[config.mk]
export PLATFORM = sky130hd
export DESIGN_NAME = uart_msg_ctrl
export DESIGN_NICKNAME = d
export VERILOG_FILES = /design/src/rtl/uart_msg_ctrl.sv
export SDC_FILE = /design/constraint.sdc
export NUM_CORES = 1
export LEC_CHECK = 0
export CORE_MARGIN = 2
export CORE_UTILIZATION = 50
export DETAILED_ROUTE_END_ITERATION = 7
export PLACE_DENSITY = 0.73
export SYNTH_ARGS = -nofsm -noshare
export SYNTH_HDL_FRONTEND = slang
export SYNTH_SLANG_ARGS = --single-unit
[constraint.sdc]
create_clock -name clk -period 6.7 [get_ports clk]
set_input_delay 1.34 -clock clk [delete_from_list [all_inputs] [get_ports clk]]
set_output_delay 1.34 -clock clk [all_outputs]
set_load 0.02 [all_outputs]
[src/rtl/uart_msg_ctrl.sv]
// uart_msg_ctrl: message-level wrapper around a byte UART.
// TX serialises an NBYTES message MSB-byte first through a strobe/busy handshake.
// RX assembles bytes into messages, terminated by count, by TERM, or dropped on idle timeout.
module uart_msg_ctrl #(
  parameter int unsigned NBYTES  = 10,
  parameter int unsigned TIMEOUT = 1000000,
  parameter logic [7:0]  TERM    = 8'h0D
) (
  input  logic                  clk,
  input  logic                  rst,
  input  logic [8*NBYTES-1:0]   tx_msg,
  input  logic                  tx_req,
  output logic                  tx_busy,
  output logic                  tx_done,
  output logic [7:0]            uart_tx_data,
  output logic                  uart_tx_stb,
  input  logic                  uart_tx_busy,
  input  logic [7:0]            uart_rx_data,
  input  logic                  uart_rx_valid,
  output logic [8*NBYTES-1:0]   rx_msg,
  output logic [3:0]            rx_len,
  output logic                  rx_valid,
  output logic                  rx_err
);

  localparam int unsigned MW = 8 * NBYTES;
  localparam int unsigned CW = $clog2(NBYTES + 1);
  localparam int unsigned TW = $clog2(TIMEOUT + 1);
  localparam logic [CW-1:0] LAST_BYTE = CW'(NBYTES - 1);
  localparam logic [TW-1:0] LAST_TICK = TW'(TIMEOUT - 1);

  typedef enum logic [2:0] {
    IDLE,
    LOAD,
    STB,
    GAP,
    WAITB
  } tx_state_t;

  tx_state_t         tx_state;
  logic [MW-1:0]     tx_sh;
  logic [CW-1:0]     tx_cnt;

  logic [MW-1:0]     rx_sh;
  logic [MW-1:0]     rx_shift;
  logic [CW-1:0]     rx_cnt;
  logic [TW-1:0]     rx_tmr;

  // Shift register with the new byte entering at the low end.
  assign rx_shift = MW'({rx_sh, uart_rx_data});

  // TX sequencer: registered outputs, so uart_tx_stb is high exactly while in STB
  // (it is set on the LOAD->STB transition and cleared by the default next cycle).
  always_ff @(posedge clk or negedge rst) begin
    if (!rst) begin
      tx_state     <= IDLE;
      tx_sh        <= '0;
      tx_cnt       <= '0;
      tx_busy      <= 1'b0;
      tx_done      <= 1'b0;
      uart_tx_stb  <= 1'b0;
      uart_tx_data <= '0;
    end else begin
      tx_done     <= 1'b0;
      uart_tx_stb <= 1'b0;
      case (tx_state)
        IDLE: begin
          if (tx_req) begin
            tx_sh    <= tx_msg;
            tx_cnt   <= '0;
            tx_busy  <= 1'b1;
            tx_state <= LOAD;
          end
        end
        LOAD: begin
          uart_tx_data <= tx_sh[MW-1 -: 8];
          uart_tx_stb  <= 1'b1;
          tx_state     <= STB;
        end
        STB: begin
          tx_state <= GAP;
        end
        GAP: begin
          tx_state <= WAITB;
        end
        WAITB: begin
          if (!uart_tx_busy) begin
            if (tx_cnt == LAST_BYTE) begin
              tx_done  <= 1'b1;
              tx_busy  <= 1'b0;
              tx_state <= IDLE;
            end else begin
              tx_sh    <= tx_sh << 8;
              tx_cnt   <= tx_cnt + CW'(1);
              tx_state <= LOAD;
            end
          end
        end
        default: tx_state <= IDLE;
      endcase
    end
  end

  // RX assembler and inter-byte idle timer; an arriving byte always beats timer expiry.
  always_ff @(posedge clk or negedge rst) begin
    if (!rst) begin
      rx_sh    <= '0;
      rx_cnt   <= '0;
      rx_tmr   <= '0;
      rx_msg   <= '0;
      rx_len   <= '0;
      rx_valid <= 1'b0;
      rx_err   <= 1'b0;
    end else begin
      rx_valid <= 1'b0;
      rx_err   <= 1'b0;
      if (uart_rx_valid) begin
        rx_tmr <= '0;
        if (uart_rx_data == TERM) begin
          if (rx_cnt != '0) begin
            // Only the low rx_cnt bytes are live; shifting them to the top
            // also pushes stale upper bytes out and zero-fills the tail.
            rx_msg   <= rx_sh << (MW - 8 * 32'(rx_cnt));
            rx_len   <= 4'(rx_cnt);
            rx_valid <= 1'b1;
            rx_cnt   <= '0;
          end
        end else if (rx_cnt == LAST_BYTE) begin
          rx_msg   <= rx_shift;
          rx_len   <= 4'(NBYTES);
          rx_valid <= 1'b1;
          rx_cnt   <= '0;
        end else begin
          rx_sh  <= rx_shift;
          rx_cnt <= rx_cnt + CW'(1);
        end
      end else if (rx_cnt != '0) begin
        if (rx_tmr == LAST_TICK) begin
          rx_err <= 1'b1;
          rx_cnt <= '0;
          rx_tmr <= '0;
        end else begin
          rx_tmr <= rx_tmr + TW'(1);
        end
      end
    end
  end

endmodule

==> Yosys cells after proc, flatten, opt, wreduce, memory -nomap -nowiden <==
Cells that the tools add are included.
{ "totals": {"mem_bits_rw": 0, "ff_bits": 288, "in_bits": 93, "out_inout_bits": 97, "mem_count": 0, "elab_cells": 88, "romBits": 0, "latch_bits": 0} }
{ "classes": {"reduce_logical": 12, "n_bitwise": 2, "order_cmp": 0, "div": 0, "mul": 0, "shift": 1, "addsub": 4, "mux": 42, "n_eq_ne": 13} }
{ "ops": {"columns": ["operator", "n"], "rows": [
  ["two-way mux 80 bit", 6],
  ["case mux 80 bit (2 select lines)", 1],
  ["left shift 80 x 32 -> 80 bit", 1],
  ["two-way mux 20 bit", 3],
  ["two-way mux 4 bit", 12],
  ["adder 20 x 1 -> 20 bit (second input constant)", 1],
  ["equality test 20 bit (second input constant)", 1],
  ["two-way mux 1 bit", 15],
  ["case mux 3 bit (5 select lines)", 1],
  ["AND reduction 3 bit", 3],
  ["adder 4 x 1 -> 4 bit (second input constant)", 2],
  ["equality test 4 bit (second input constant)", 2],
  ["equality test 8 x 4 -> 1 bit (second input constant)", 1],
  ["!= test 2 bit (second input constant)", 4],
  ["case mux 4 bit (2 select lines)", 1],
  ["AND reduction 4 bit", 2],
  ["nonzero test 2 bit", 4],
  ["subtractor 7 x 7 -> 8 bit (first input constant)", 1],
  ["equality test 3 x 2 -> 1 bit (second input constant)", 2],
  ["two-way mux 3 bit", 2],
  ["nonzero test 4 bit", 1],
  ["equality test 3 x 1 -> 1 bit (second input constant)", 1],
  ["equality test 3 bit (second input constant)", 1],
  ["zero test 3 bit", 1],
  ["4 further kinds", 5]
]} }

==> Depth between registers and ports, before layout <==
{ "logic_depth": {"depth_word": 4, "ltp_mapped": 12, "ltp_nobuf": 8} }

==> Least setup slack after synthesis <==
Ideal clock, no wire load.
{ "synth_path": {"kind": "input-to-reg", "from": "input port uart_rx_data[4]", "to": "register rx_sh[44]", "cell_stages": 7, "setup_ps": 125, "n_path_buf": 3, "t_arrival_ps": 2912, "slack_ps": 3663, "required_ps": 6575, "path_cell_list": "or4_4 > nor2_4 > or3_1 > buf_2 > buf_6 > buf_6 > mux2_2"} }
{ "synth_via": {"elab_chain_cells": 3} }
{ "synth_rtl": {"columns": ["element", "line", "source"], "rows": [
  ["from (decl)", "18", "input logic [7:0] uart_rx_data,"],
  ["equality test 8 x 4 -> 1 bit", "119", "if (uart_rx_data == TERM) begin"],
  ["NOT 1 bit (no source line)", null, null],
  ["AND reduction 3 bit (no source line)", null, null],
  ["to (signal assigned)", "134", "rx_sh <= rx_shift;"],
  ["to (decl)", "44", "logic [MW-1:0] rx_sh;"]
]} }
No other way between the ends.
A chain may end at the register's enable or synchronous reset.

==> Worst setup path in the final report <==
{ "layout_path": {"from": "register rx_cnt[0]", "to": "register rx_msg[26]"} }
{ "layout_via": {"elab_chain_cells": 4, "elab_cells_between_ends": 9, "classes_between": "add/sub (1); eq/ne (2); shift (1); mux (2); reduce/logical (3)"} }
{ "layout_rtl": {"columns": ["element", "line", "source"], "rows": [
  ["from (decl)", "46", "logic [CW-1:0] rx_cnt;"],
  ["from (signal assigned)", "135", "rx_cnt <= rx_cnt + CW'(1);"],
  ["subtractor 7 x 7 -> 8 bit", "123", "rx_msg <= rx_sh << (MW - 8 * 32'(rx_cnt));"],
  ["left shift 80 x 32 -> 80 bit", "123", null],
  ["two-way mux 80 bit", "120", "if (rx_cnt != '0) begin"],
  ["two-way mux 80 bit", "119", null],
  ["to (signal assigned)", "123", null],
  ["to (signal assigned)", "129", "rx_msg <= rx_shift;"],
  ["to (decl)", "20", "output logic [8*NBYTES-1:0] rx_msg,"]
]} }
Several ways; a longest one is shown, not always the timed one. The select of a mux whose other input is x is not followed.

==> qor.csv <==
stage,metric,value,unit
clock_tree,cts.path.max_buffers,3,
pwr,peakVddDrop,0.220,mV
worst_setup_path,cp-endpoint,rx_msg[26],
layout,antenna_cells,0,
clock_tree,cts_hold_buffers,0,
floorplan,io_pins,190,
worst_setup_path,worst-r2r-cell-count,8,
worst_setup_path,cp-end-kind,flop,
min_path,worstHoldPathType,reg2reg,
yosys,synthDistinctLibCells,70,
grt,grt_max_degree,141,
pwr,p_leak,7.36,nW
yosys,seq_area_frac_synth,0.480,
floorplan,die_w,177,um
clock_tree,cts_tree,built,
pwr,intPower,0.00504,W
layout,n_fill_cell,2458,
detailed_routing,vias_per_cell,6.29,
yosys,synth_nets,1596,
pwr,p_sw_frac,0.386,
yosys,synth-compound-area-share,0.159,
timing,drv_slew,0,
layout,drive_gt1_frac,0.144,
yosys,synth_fa_ha_area_frac,0.00584,
grt,grt_use_total,0.288,
grt,grt-ovfl-total,0,
yosys,ys_seq_elements,288,
floorplan,die_area,31400,um2
clock_tree,cts_resized,0,
yosys,synthCells,1496,
worst_setup_path,cp.arrival,4.78,ns
status,run_status,finished clean,
worst_setup_path,cp-start-kind,flop,
worst_setup_path,critPathLaunch,rx_cnt[0],
grt,first_global_vias,12400,
floorplan,fp-row-count,63,
yosys,ys.flop_type,dfrtp_1,
pwr,p_sw,0.00317,W
pwr,clkPwrFrac,0.214,
clock_tree,cts_sinks,288,
yosys,synthMuxAreaShare,0.146,
clock_tree,htreeDepth,1,
pwr,seq_power_share,0.381,
layout,post-route-cell-area,18100,um2
timing,fin_crit,4.37,ns
place,placed_area,17000,um2
clock_tree,path_clk_slew,0.06,ns
worst_setup_path,r2r-end,rx_msg[26],
layout,layout.nets,1721,
clock_tree,cts_setup_buffers,0,
floorplan,die_h,177,um
worst_setup_path,cp_max_fo,58,
yosys,ys_warn_count,0,
pwr,comb_power_share,0.405,
place,gp_congestion,0.921,
yosys,synth_area,15000,um2
yosys,synth_top_family_by_area,compound AO/OA/AOI/OAI gates,
place,io_buffers,189,
detailed_routing,dr.pass1.iters,7,
timing,rsz0062_at_grt,no,
detailed_routing,drc,0,
yosys,synth-xor-area-share,0.00817,
clock_tree,cts_buffers,30,
grt,grt_first_pass_wirelength,70800,um
detailed_routing,vias,12800,
worst_setup_path,rr_startpoint,rx_cnt[0],
clock_tree,clk_latency,0.57,ns
clock_tree,root_buffer,clkbuf_16,
floorplan,core,29600,um2
detailed_routing,wl,44600,um
floorplan,start_util,0.508,
yosys,syn_area_per_cell,10.0,um2
timing,worst_pin_slew,1.27,ns
timing,timing.final.crit_share,0.652,
place,hpwl,29000,um
grt,antenna_found_initial,2,
worst_setup_path,reg2reg_slack,2.33,ns
yosys,ys_async_sr_fraction,1.00,
layout,area_growth,20.4,%
timing,clock.fmax,229,MHz
pwr,p_per_area,454,nW/um2
timing,finalHoldViolations,0,
timing,setup_viol,0,
worst_setup_path,cp.required,7.11,ns
detailed_routing,drt_iter0_drc,1392,
timing,clock-skew-final,0.0215,ns
yosys,synth_edf_count,0,
run,max-cap-violations,0,
yosys,synthSimpleGateAreaFrac,0.159,
timing,slew_headroom,0.150,
detailed_routing,postRouteAntennaNets,0,
worst_setup_path,path_class,reg2reg,
timing,final.setup.tns,0,ns
detailed_routing,wl_per_cell,22.0,um
[sequential cells by signal, indices dropped and copies added, names as in the netlist]
| name | count |
|---|---|
| rx_tmr | 20 |
| tx_done | 1 |
| rx_err | 1 |
| uart_tx_data | 8 |
| rx_sh | 80 |
| rx_valid | 1 |
| tx_busy | 1 |
| tx_cnt | 4 |
| tx_state | 3 |
| uart_tx_stb | 1 |
| rx_cnt | 4 |
| rx_len | 4 |
| rx_msg | 80 |
| tx_sh | 80 |
[synth_stat cells, types with 9 or more instances]
library cell / number / area (um2)
buf_6: 10 / 113
mux2_2: 108 / 1220
xor2_1: 10 / 87.6
a22oi_1: 13 / 97.6
a211oi_1: 24 / 180
a31oi_1: 84 / 526
clkbuf_1: 55 / 206
buf_4: 9 / 67.6
nor2b_1: 10 / 62.6
nor2_1: 213 / 800
a22o_1: 10 / 87.6
and3_1: 10 / 62.6
mux4_2: 33 / 743
a21oi_1: 31 / 155
nand2_1: 230 / 863
dfrtp_1: 288 / 7210
a41oi_1: 18 / 158
o21ai_0: 54 / 270
a221oi_1: 26 / 228
nor3_1: 17 / 85.1
o211ai_1: 9 / 67.6
mux2i_1: 21 / 210
buf_2: 38 / 190
nand3_1: 23 / 115
[metrics by stage]
step                instances  setup WS, ns  hold WS [ns]  utilization  total power [W]
floorplan                1496          3.66         0.445            -          0.00515
global placement         1979          2.15         0.468        0.576          0.00632
detailed placement       1979          2.08         0.471        0.576          0.00641
CTS                      2033          2.44         0.489        0.611          0.00819
global route             2033          2.04         0.514        0.611          0.00867
finish                   2033          2.33         0.491        0.611          0.00821
[final cells by class]
class	count	area (um2)	share of cell area
Timing Repair Buffer	212	2080	0.115
Tap cell	390	488	0.0270
Inverter	8	30.0	0.00166
Sequential cell	288	7210	0.399
Clock inverter	13	199	0.0110
Multi-Input combinational cell	1081	7220	0.400
Clock buffer	41	833	0.0461
[worst max-delay path, cell delays in order (launching register included)]
cell	delay, ns
dfrtp_4	0.74
buf_4	0.75
inv_1	0.17
ha_2	0.91
buf_4	0.48
nor3_1	0.11
a31oi_1	0.26
a2bb2oi_1	0.63
o21ai_0	0.15
[routing by layer]
layer	wire [um]	GRT usage	up-vias
li1	-	-	5692
met1	18300	0.408	6269
met2	20200	0.442	680
met3	4400	0.0584	145
met4	1670	0.103	4
met5	23	0	-
[cells in the final DEF (no fill, tap or decap), types with 9 or more instances in the layout]
cell type	count
o211ai_1	9
mux2i_1	21
dfrtp_1	287
clkdlybuf4s50_1	188
a211oi_1	24
mux4_2	33
buf_4	22
mux2_2	108
and3_1	10
a221oi_1	26
a22o_1	10
nand2_1	229
a41oi_1	18
a22oi_1	13
nor3_1	17
a21oi_1	30
o21ai_0	54
nor2_1	213
nand3_1	23
a31oi_1	84
clkbuf_16	31
nor2b_1	10
[how the worst min path moves through the flow]
| stage | end | cells past startpoint | startpoint | slack [ns] |
|---|---|---|---|---|
| final | rx_msg[26] | 2 | rx_msg[26] | 0.49 |
| after floorplan | rx_tmr[18] | 1 | rx_tmr[18] | 0.45 |
| after global routing | rx_tmr[18] | 1 | rx_tmr[18] | 0.51 |
| after CTS | rx_tmr[18] | 1 | rx_tmr[18] | 0.49 |
| after detailed placement | rx_tmr[18] | 1 | rx_tmr[18] | 0.47 |
| after global placement | rx_tmr[18] | 1 | rx_tmr[18] | 0.47 |
[logic make-up (layout without fill, tap and decap cells)]
logic type,after synthesis,count (layout)
fa+ha+maj,7,7
mux,163,163
compound gates,342,342
buf+inv,127,274
flops,288,288
simple gates,555,555
xor+xnor,14,14
[power groups by stage]
stage	Combinational, W	Sequential, W	Clock, W
after floorplan	0.00204	0.00311	0
after global placement	0.00323	0.00309	0
after detailed placement	0.00329	0.00312	0
after CTS	0.00331	0.00310	0.00178
after global routing	0.00361	0.00320	0.00186
final	0.00333	0.00313	0.00175
No activity file was read; power rests on OpenSTA's default activity.
